**config.mk**
```make
export PLATFORM = sky130hd
export DESIGN_NAME = mult_seq_ctrl
export DESIGN_NICKNAME = d
export VERILOG_FILES = /design/src/rtl/mult_seq_ctrl.sv
export SDC_FILE = /design/constraint.sdc
export NUM_CORES = 1
export LEC_CHECK = 0
export BUFFER_PORTS_ARGS = -buffer_cell sky130_fd_sc_hd__buf_4
export CAP_MARGIN = 30
export CELL_PAD_IN_SITES_DETAIL_PLACEMENT = 0
export CELL_PAD_IN_SITES_GLOBAL_PLACEMENT = 2
export CORE_UTILIZATION = 43
export CTS_CLUSTER_DIAMETER = 100
export CTS_CLUSTER_SIZE = 14
export DETAILED_ROUTE_END_ITERATION = 6
export PLACE_DENSITY_LB_ADDON = 0.1
export SYNTH_ARGS = -nofsm -noshare
export SYNTH_HDL_FRONTEND = slang
export SYNTH_SLANG_ARGS = --single-unit
```
**constraint.sdc**
```tcl
create_clock -name clk -period 7.4 [get_ports clk]
set_input_delay 1.48 -clock clk [delete_from_list [all_inputs] [get_ports clk]]
set_output_delay 1.48 -clock clk [all_outputs]
set_load 0.1 [all_outputs]
```
**src/rtl/mult_seq_ctrl.sv**
```systemverilog
// rtl/mult_seq_ctrl.sv - multi-cycle sequencer around the 16x16 partial-product stage mult_p1.
// Accepts a request, registers four partial sums, reduces them in two adder cycles, pulses done.

module mult_p1 (
   input  logic [15:0] a,
   input  logic [15:0] b,
   output logic [15:0] s0,
   output logic [15:0] s1,
   output logic [15:0] s2,
   output logic [15:0] s3
);

   logic [15:0] r0;
   logic [15:0] r1;
   logic [15:0] r2;
   logic [15:0] r3;

   // One row per multiplier nibble, shifted into place; bits above 15 never reach the result.
   always_comb begin
      r0 = a * {12'h000, b[3:0]};
      r1 = a * {12'h000, b[7:4]};
      r2 = a * {12'h000, b[11:8]};
      r3 = a * {12'h000, b[15:12]};
      s0 = r0;
      s1 = {r1[11:0], 4'h0};
      s2 = {r2[7:0], 8'h00};
      s3 = {r3[3:0], 12'h000};
   end

endmodule

module mult_seq_ctrl (
   input  logic        clk,
   input  logic        rst,
   input  logic        start,
   input  logic        flush,
   input  logic [15:0] rs_data,
   input  logic [15:0] rd_data,
   output logic        busy,
   output logic        done,
   output logic [15:0] result
);

   typedef enum logic [1:0] {
      ST_IDLE = 2'd0,
      ST_PP   = 2'd1,
      ST_SUM  = 2'd2,
      ST_FIN  = 2'd3
   } state_t;

   state_t      state_q,  state_d;
   logic [15:0] op_rs_q,  op_rs_d;
   logic [15:0] op_rd_q,  op_rd_d;
   logic [15:0] p0_q,     p0_d;
   logic [15:0] p1_q,     p1_d;
   logic [15:0] p2_q,     p2_d;
   logic [15:0] p3_q,     p3_d;
   logic [15:0] t0_q,     t0_d;
   logic [15:0] t1_q,     t1_d;
   logic [15:0] result_q, result_d;
   logic        done_q,   done_d;

   logic [15:0] s0;
   logic [15:0] s1;
   logic [15:0] s2;
   logic [15:0] s3;

   // Fed only from the latched operands so port changes mid-operation cannot leak in.
   mult_p1 u_mult_p1 (
      .a  (op_rs_q),
      .b  (op_rd_q),
      .s0 (s0),
      .s1 (s1),
      .s2 (s2),
      .s3 (s3)
   );

   always_comb begin
      state_d  = state_q;
      op_rs_d  = op_rs_q;
      op_rd_d  = op_rd_q;
      p0_d     = p0_q;
      p1_d     = p1_q;
      p2_d     = p2_q;
      p3_d     = p3_q;
      t0_d     = t0_q;
      t1_d     = t1_q;
      result_d = result_q;
      done_d   = 1'b0;

      if (flush) begin
         state_d = ST_IDLE;
      end else begin
         case (state_q)
            ST_IDLE: begin
               if (start) begin
                  op_rs_d = rs_data;
                  op_rd_d = rd_data;
                  state_d = ST_PP;
               end
            end
            ST_PP: begin
               p0_d    = s0;
               p1_d    = s1;
               p2_d    = s2;
               p3_d    = s3;
               state_d = ST_SUM;
            end
            ST_SUM: begin
               t0_d    = p0_q + p1_q;
               t1_d    = p2_q + p3_q;
               state_d = ST_FIN;
            end
            ST_FIN: begin
               result_d = t0_q + t1_q;
               done_d   = 1'b1;
               state_d  = ST_IDLE;
            end
            default: begin
               state_d = ST_IDLE;
            end
         endcase
      end
   end

   always_ff @(posedge clk or posedge rst) begin
      if (rst) begin
         state_q  <= ST_IDLE;
         op_rs_q  <= 16'h0000;
         op_rd_q  <= 16'h0000;
         p0_q     <= 16'h0000;
         p1_q     <= 16'h0000;
         p2_q     <= 16'h0000;
         p3_q     <= 16'h0000;
         t0_q     <= 16'h0000;
         t1_q     <= 16'h0000;
         result_q <= 16'h0000;
         done_q   <= 1'b0;
      end else begin
         state_q  <= state_d;
         op_rs_q  <= op_rs_d;
         op_rd_q  <= op_rd_d;
         p0_q     <= p0_d;
         p1_q     <= p1_d;
         p2_q     <= p2_d;
         p3_q     <= p3_d;
         t0_q     <= t0_d;
         t1_q     <= t1_d;
         result_q <= result_d;
         done_q   <= done_d;
      end
   end

   assign busy   = (state_q != ST_IDLE);
   assign done   = done_q;
   assign result = result_q;

endmodule

```
==> reports/metrics.csv, run 1 <==
metric,value,unit
status,"complete, no violations",
hold_depth,2,
use_met1,0.261,
clk_latency,0.43,ns
cap_viol_max_count,0,
critPathBufInv,2,
crit_fanout,16,
multi_input_area,5200,sq um
n_fill_cell,1884,
crit_arrival,3.87,ns
syn_inst,910,
crit_chain,and2_1 > fa_1 > inv_1 > fa_1 > inv_1 > ha_1 > nor2b_1 > o21ai_2 > a21boi_1 > o41a_1 > o21a_1 > o31ai_2,
use_met3,0.0390,
synth.net_count,1065,
place_congestion,0.802,
drt_iter0_markers,263,
final.setup.tns,0,ns
cp_top_family,adder cells,
slew_viol_final,0,
rsz0062_at_grt,false,
cts_resized,0,
crit_type,register to register,
vias,6052,
rr_worst_depth,12,
finalWirelength,18100,um
post_cts_buffers,0,
ys_warn_count,0,
hold_viol,0,
antenna_found_initial,0,
grt_first_pass_wirelength,30500,um
cts_made_buffers,17,
die_w,144,um
die-area,20600,sq um
antenna_left,0,
die_y,144,um
drt_pass1_iterations,7,
ys_ff_latch,115,
synth_top_flop_cell,dfrtp_1,
core_area,19600,sq um
yosysTopAreaCell,dfrtp_1,
cts_buffer_depth,2,
rows,51,
antenna_cells,0,
initial_utilization,0.440,
grt_pass1_vias,6089,
fin_nets,1105,
fin_cells,1228,
grt_max_degree,74,
busiest_layer,met2,
max_stage_delay,0.56,ns
viasPerCell,4.93,
h-tree-depth,4,
worst_slew_pin_slew,0.762,ns
portBuffers,53,
wl_per_cell,14.7,um
period_share,0.478,
placedCellCount,1196,
ctsHoldBuffers,0,
slew_headroom,0.492,
drc,0,
syn_area_per_cell,9.48,sq um
max_clock_freq,0.283,GHz
ios,54,
clock_sink_count,115,
synth-edff-count,0,
drive_gt1_frac,0.156,
finalSetupViolations,0,
synth_cell_types,50,
cp_slowest_cell,dfrtp_1,
syn_area,8630,sq um
hp-class,register to register,
grt-ovfl-total,0,
yosysSeqAreaShare,0.334,
path_depth,12,
grt_usage,0.193,
crit_path_end_kind,register,
fin_skew,0.00998,ns
synthTopCellsByArea,"dfrtp_1 (33%), fa_1 (13%), ha_1 (9.4%)",
grt_util_met2,0.314,
fin_crit,3.54,ns
root_buffer,clkbuf_16,
dpl.hpwl,13800,um
synth_top_area_share,0.334,
path_clk_slew,0.06,ns
cts_tree,done,
register_area,2880,sq um
ys_async_sr_fraction,1.00,
area_growth,14.2,%
cp-start-kind,register,
cp.required,7.73,ns
sequential cells by signal, indices dropped and copies added, names as in the netlist:
name / count
p0_q: 16
t1_q: 8
state_q: 2
op_rs_q: 16
p1_q: 12
op_rd_q: 16
p3_q: 4
done: 1
p2_q: 8
result: 16
t0_q: 16
kinds of logic (layout without fill, tap and decap cells):
group / count (synthesis) / count (layout) / synth area share
AND/OR/NAND/NOR: 281 / 281 / 0.153
buffers and inverters: 145 / 198 / 0.0638
AO/OA/AOI/OAI: 140 / 140 / 0.103
adder cells (fa/ha/maj): 119 / 119 / 0.220
flip-flops: 115 / 115 / 0.334
XOR/XNOR: 57 / 57 / 0.0579
multiplexers: 53 / 53 / 0.0689
cells in the mapped netlist, types with 6 or more instances:
cell type and number:
a21o_1 10, nand2_1 148, nor2_1 24, a21oi_1 21, xor2_1 22, dfrtp_1 115, xnor2_1 35, o21ai_0 58
o21a_1 11, nor3_1 7, inv_1 108, a211oi_1 6, fa_1 54, nand2b_1 6, clkbuf_1 29, mux2_2 51
and2_1 79, ha_1 65, o21bai_1 6
worst register-to-register path, delay by kind of cell, from the launching register on:
kind / cells / cell delay [ns]
compound gates: 5 / 0.96
buf+inv: 2 / 0.10
simple gates: 2 / 0.43
flops: 1 / 0.56
fa+ha+maj: 3 / 1.40
routing by layer:
layer,routed length [um],vias to the layer above
met3,464,14
met4,186,0
li1,-,3026
met2,8590,79
met1,8870,2933
met5,0,-
metrics by stage:
step                setup slack (ns)   util  instance area [sq um]  hold slack (ns)
floorplan                       2.88      -                   8630            0.433
CTS                             3.82  0.503                   9860            0.468
global route                    3.54  0.503                   9860            0.500
detailed placement              3.83  0.472                   9260            0.453
global placement                3.90  0.472                   9260            0.452
finish                          3.86  0.503                   9860            0.464
layout by cell type (no fill, tap or decap), drive strengths merged, types with 4 or more instances in the layout:
cell type,count
a21oi,21
nor2,24
a21boi,4
clkbuf,19
and2,79
clkinv,5
buf,58
xnor2,35
o21bai,6
a211oi,7
xor2,22
nor2b,5
dfrtp,115
nor3,8
mux2,51
o21ai,62
inv,111
nand2,148
nand2b,6
o21a,11
nand3,5
o31ai,6
a21o,11
ha,65
fa,54
layout make-up:
type                    count  share of cell area
clock buffers              19              0.0460
clock inverters            13              0.0151
inverters                 108              0.0414
multi-input cells         650               0.528
flip-flops and latches    115               0.292
well taps                 265              0.0336
repair buffers             58              0.0442
path summary, 6_finish.rpt:
path	startpoint	end	slack, ns
max	op_rs_q[1]	p1_q[14]	3.86
min	t0_q[5]	result[5]	0.46
max reg2reg	op_rs_q[1]	p1_q[14]	3.86
min reg2reg	t0_q[5]	result[5]	0.46
max in group asynchronous	rst	op_rs_q[3]	4.97
min in group asynchronous	rst	result[2]	1.17
Power of run 1 is not shown: default switching activity piles up to over one toggle a cycle in this logic, so the estimate is an artifact.
==> inputs of run 2 (changes only) <==
--- a/config.mk
+++ b/config.mk
@@ -5,11 +5,12 @@
 export SDC_FILE = /design/constraint.sdc
 export NUM_CORES = 1
 export LEC_CHECK = 0
+export ABC_AREA = 1
 export BUFFER_PORTS_ARGS = -buffer_cell sky130_fd_sc_hd__buf_4
 export CAP_MARGIN = 30
 export CELL_PAD_IN_SITES_DETAIL_PLACEMENT = 0
 export CELL_PAD_IN_SITES_GLOBAL_PLACEMENT = 2
-export CORE_UTILIZATION = 43
+export CORE_UTILIZATION = 37
 export CTS_CLUSTER_DIAMETER = 100
 export CTS_CLUSTER_SIZE = 14
 export DETAILED_ROUTE_END_ITERATION = 6
==> constraint.sdc (replaced) <==
create_clock -name clk -period 3.5 [get_ports clk]
set_input_delay 0.7 -clock clk [delete_from_list [all_inputs] [get_ports clk]]
set_output_delay 0.7 -clock clk [all_outputs]
set_load 0.1 [all_outputs]
==> reports/metrics.csv, run 2 <==
metric,value,unit,change
synth-edff-count,0,,unchanged
fin_crit,3.27,ns,-0.267 ns
hold_viol,0,,unchanged
viasPerCell,4.57,,-7.3%
grt_usage,0.193,,about the same
status,"complete, no violations",,
grt_pass1_vias,7363,,+21%
fin_nets,1434,,+30%
ys_ff_latch,115,,unchanged
synth.net_count,1391,,+31%
crit_top_cell,nand2_1,,
slew_headroom,0.425,,-0.0667
synth_most_common_cell,nand2_1,,
root_buffer,clkbuf_16,,
vias,7384,,+22%
critPathBufInv,3,,+1
place_congestion,0.865,,+7.8%
path_clk_slew,0.07,ns,about the same
syn_area_per_cell,7.50,sq um,-21%
crit_start,op_rs_q[1],,
antenna_left,0,,unchanged
final_common_cell,nand2_1,,
ys_async_sr_fraction,1.00,,unchanged
final_cell_mix,"nand2_1 (406), inv_1 (255), dfrtp_1 (109), nand3_1 (72), ha_1 (65)",,
final.setup.tns,0,ns,unchanged
grt_max_degree,62,,-16%
cts_tree,done,,
ys_warn_count,0,,unchanged
cp.required,3.82,ns,-3.91 ns
initial_utilization,0.379,,-0.0614
cp-start-kind,register,,
fin_skew,0.0168,ns,+0.00684 ns
path_depth,17,,+5
crit_path_end_kind,register,,
multi_input_area,5230,sq um,+0.60%
crit_fanout,12,,-4
crit_type,register to register,,
syn_inst,1236,,+36%
h-tree-depth,4,,unchanged
ctsHoldBuffers,0,,unchanged
core_area,24500,sq um,+25%
rows,57,,+12%
yosysTopAreaCell,dfrtp_1,,
fin_cells,1616,,+32%
ys_top_cells_by_count,"nand2_1 (406), inv_1 (256), dfrtp_1 (115)",,
finalSetupViolations,0,,unchanged
crit_arrival,3.59,ns,-0.28 ns
drc,0,,unchanged
hp-class,input port to async pin,,
syn_area,9270,sq um,+7.5%
synth_top_area_share,0.310,,-0.0231
placedCellCount,1584,,+32%
synth_top_flop_cell,dfrtp_1,,
cts_made_buffers,17,,unchanged
rsz0062_at_grt,false,,
cts_buffer_depth,2,,unchanged
area_growth,14.2,%,about the same
n_fill_cell,2554,,+36%
post_cts_buffers,0,,unchanged
finalWirelength,23400,um,+29%
clk_latency,0.43,ns,about the same
worst_slew_pin_slew,0.860,ns,+0.0982 ns
antenna_found_initial,0,,unchanged
grt-ovfl-total,0,,unchanged
max_stage_delay,0.56,ns,about the same
ios,54,,unchanged
die_y,160,um,+12%
crit_chain,nand2_1 > inv_1 > fa_1 > inv_1 > fa_1 > inv_1 > ha_1 > nand2_1 > nand2_1 > nand2_1 > nand2_1 > nor2_1 > nor2_1 > nor2_1 > nand2_1 > nand3_1 > nand2_1,,
die-area,25700,sq um,+25%
drt_iter0_markers,372,,+41%
max_clock_freq,0.306,GHz,+8.1%
period_share,0.935,,+0.457
dpl.hpwl,18100,um,+31%
synthTopCellsByArea,"dfrtp_1 (31%), nand2_1 (16%), fa_1 (12%)",,
cts_resized,0,,unchanged
slew_viol_final,0,,unchanged
portBuffers,53,,unchanged
grt_first_pass_wirelength,38700,um,+27%
antenna_cells,0,,unchanged
rr_worst_depth,17,,+5
register_area,2890,sq um,+0.26%
cp_slowest_cell,dfrtp_1,,
worstReg2RegStart,op_rs_q[1],,
cap_viol_max_count,0,,unchanged
drive_gt1_frac,0.113,,-0.0428
yosysSeqAreaShare,0.310,,-0.0231
clock_sink_count,115,,unchanged
cp_top_family,adder cells,,
wl_per_cell,14.5,um,-1.9%
drt_pass1_iterations,7,,unchanged
die_w,160,um,+12%
synth_cell_types,35,,-30%
## run 2: final timing paths
kind / slack [ns] / endpoint
worst max-delay path: 0.23 / p0_q[15]
max in group asynchronous: 2.26 / p1_q[7]
worst min register to register: 0.47 / result[5]
worst min-delay path: 0.44 / op_rs_q[14]
min in group clk: 0.47 / result[5]
worst max register to register: 0.23 / p0_q[15]
## run 2: per-stage QoR
stage           util  hold slack (ns)  worst slack [ns]  instance area, sq um
2_1_floorplan      -            0.442             0.498                  9280
4_1_cts        0.432            0.441             0.108                 10600
3_5_place_dp   0.409            0.458             0.112                  9990
5_1_grt        0.433            0.477            0.0239                 10600
6_report       0.433            0.440             0.227                 10600
3_3_place_gp   0.409            0.455             0.106                  9990
## run 2: metal layers
metal | GRT usage | wire, um
met4 | 0.0580 | 408
met5 | 0 | 0
met2 | 0.307 | 10300
met3 | 0.0276 | 634
met1 | 0.272 | 12000
## run 2: cell families (layout without fill, tap and decap cells)
family,after synthesis,in the layout,synth area share
and+or+nand+nor,539,539,0.235
buffers and inverters,300,356,0.125
adders and majority gates,119,119,0.204
DFF,115,115,0.310
AOI/OAI and AO/OA,103,103,0.0591
muxes,32,32,0.0389
xor gates and xnor gates,28,28,0.0273
## run 2: layout make-up
type	count	share of cell area
multi-input cells	821	0.494
repair buffers	65	0.0473
inverters	259	0.0922
clock buffers	17	0.0402
flip-flops and latches	115	0.273
clock inverters	15	0.0150
well taps	324	0.0383
Power of run 2 is left out for the same reason.
==> inputs of run 3 (changes only) <==
--- a/config.mk
+++ b/config.mk
@@ -5,12 +5,12 @@
 export SDC_FILE = /design/constraint.sdc
 export NUM_CORES = 1
 export LEC_CHECK = 0
-export ABC_AREA = 1
+export ABC_AREA = 0
 export BUFFER_PORTS_ARGS = -buffer_cell sky130_fd_sc_hd__buf_4
 export CAP_MARGIN = 30
 export CELL_PAD_IN_SITES_DETAIL_PLACEMENT = 0
 export CELL_PAD_IN_SITES_GLOBAL_PLACEMENT = 2
-export CORE_UTILIZATION = 37
+export CORE_UTILIZATION = 40
 export CTS_CLUSTER_DIAMETER = 100
 export CTS_CLUSTER_SIZE = 14
 export DETAILED_ROUTE_END_ITERATION = 6
==> constraint.sdc (replaced) <==
create_clock -name clk -period 3.5 [get_ports clk]
set_input_delay 0.175 -clock clk [delete_from_list [all_inputs] [get_ports clk]]
set_output_delay 0.175 -clock clk [all_outputs]
set_load 0.1 [all_outputs]
==> reports/metrics.csv, run 3 (synthesis gave the netlist of run 1 again) <==
metric,value,unit,change
portBuffers,53,,unchanged
clock_sink_count,115,,unchanged
cp-start-kind,register,,
final_common_cell,nand2_1,,
antenna_cells,0,,unchanged
worstReg2RegStart,op_rd_q[2],,
drt_iter0_markers,167,,-55%
final.setup.tns,0,ns,unchanged
crit_type,register to register,,
crit_path_end_kind,register,,
grt_pass1_vias,6236,,-15%
dpl.hpwl,14400,um,-20%
die_y,149,um,-7.1%
area_growth,21.4,%,
hp-class,input port to register,,
drt_pass1_iterations,4,,-3
finalSetupViolations,0,,unchanged
slew_headroom,0.381,,-0.0440
period_share,0.953,,+0.0176
fin_nets,1159,,-19%
initial_utilization,0.409,,+0.0302
fin_area,10500,sq um,-1.1%
rsz0062_at_grt,true,,
min_from,rs_data[2],,
fin_skew,0.0102,ns,-0.00659 ns
cts_buffer_depth,2,,unchanged
root_buffer,clkbuf_16,,
final_cell_mix,"nand2_1 (148), inv_1 (106), dfrtp_1 (105), and2_1 (78), buf_4 (77)",,
core_area,21100,sq um,-14%
vias,6224,,-16%
clk_latency,0.41,ns,-0.02 ns
regToRegSetupSlack,0.17,ns,-0.06 ns
finalWirelength,18900,um,-19%
cts_tree,done,,
wl_met3,536,um,-15%
max_clock_freq,0.300,GHz,-1.8%
wl_per_cell,14.6,um,+0.97%
crit_arrival,3.62,ns,+0.03 ns
drc,0,,unchanged
place_congestion,0.835,,-3.5%
post_dp_cell_area,9360,sq um,-6.4%
grt_usage,0.182,,-0.0110
hold_viol,0,,unchanged
cap_viol_max_count,0,,unchanged
dr_wl_met2,8790,um,-15%
viasPerCell,4.82,,+5.5%
antenna_left,0,,unchanged
register_area,2890,sq um,+0.17%
worst_slew_pin_slew,0.928,ns,+0.0679 ns
drive_gt1_frac,0.189,,+0.0760
crit_fanout,10,,-2
rows,53,,-7.0%
ios,54,,unchanged
cts_made_buffers,17,,unchanged
antenna_found_initial,0,,unchanged
fin_crit,3.33,ns,+0.0615 ns
die_w,149,um,-7.1%
grt_first_pass_wirelength,31200,um,-19%
multi_input_area,5290,sq um,+0.98%
n_fill_cell,1988,,-22%
wl_met1,9230,um,-23%
top_layer,met4,,
grt_max_degree,62,,unchanged
crit_start,op_rd_q[2],,
h-tree-depth,4,,unchanged
cp.required,3.79,ns,-0.03 ns
die-area,22200,sq um,-14%
status,"complete, no violations",,
slew_viol_final,0,,unchanged
path_clk_slew,0.06,ns,about the same
grt-ovfl-total,0,,unchanged
run 3: cell types whose count changed in the layout (fill, tap and decap cells not counted), moves of 9 or more:
cell           previous run  this run
inv_1                   255       106
buf_4                    64        77
nor2_1                   39        24
and2_1                    0        78
dlygate4sd3_1             0        32
mux2_2                   32        51
a21oi_1                  31        20
xor2_1                   12        22
nand4_1                  10         0
nand2_1                 406       148
xnor2_1                  15        35
a21o_1                    0        10
o21a_1                    2        11
nand3_1                  72         5
run 3: critical path, cell delays in order, from the launching register on:
cell and delay (ns):
dfrtp_2 0.46, buf_4 0.17, and2_1 0.16, fa_1 0.50
inv_1 0.05, fa_1 0.52, inv_1 0.04, ha_1 0.38
nand3_1 0.14, nor4_2 0.34, o311ai_1 0.15, nand2_1 0.09
xnor2_1 0.11, o21ai_0 0.09
run 3: per-layer routing:
layer / GRT usage / vias to the layer above
li1: - / 3133
met1: 0.250 / 2973
met2: 0.292 / 100
met3: 0.0324 / 18
met4: 0.0592 / 0
met5: 0 / -
run 3: area by class of cell:
cell class | count | area share
clock buffers | 20 | 0.0426
clock inverters | 11 | 0.0147
inverters | 108 | 0.0389
multi-input cells | 650 | 0.505
flip-flops and latches | 115 | 0.276
well taps | 275 | 0.0329
repair buffers | 112 | 0.0903
run 3: final timing paths:
kind | to | cells past startpoint
hold / removal | op_rs_q[2] | 2
max in group asynchronous | op_rs_q[3] | 4
setup reg to reg | p0_q[13] | 13
min in group asynchronous | state_q[0] | 3
setup / recovery | p0_q[13] | 13
hold reg to reg | result[0] | 2
run 3: what timing repair did:
action,in CTS,in global routing
hold buffers,32,0
resized for setup,1,27
setup buffers,0,11
endpoints found under the setup margin,1,12
pin swaps,0,10
endpoints found under the hold margin,92,0
run 3: metrics by stage:
| step | setup WS [ns] | cells | util | hold slack (ns) |
|---|---|---|---|---|
| final | 0.166 | 1291 | 0.497 | 0.0269 |
| after global routing | -0.0122 | 1291 | 0.497 | 0.0115 |
| after CTS | 0.0223 | 1279 | 0.487 | 0.00619 |
| after detailed placement | -0.0310 | 1216 | 0.444 | 0.366 |
| after global placement | 0.0465 | 1216 | 0.444 | 0.368 |
| after floorplan | 0.220 | 910 | - | 0.241 |
Power of run 3 is left out for the same reason.
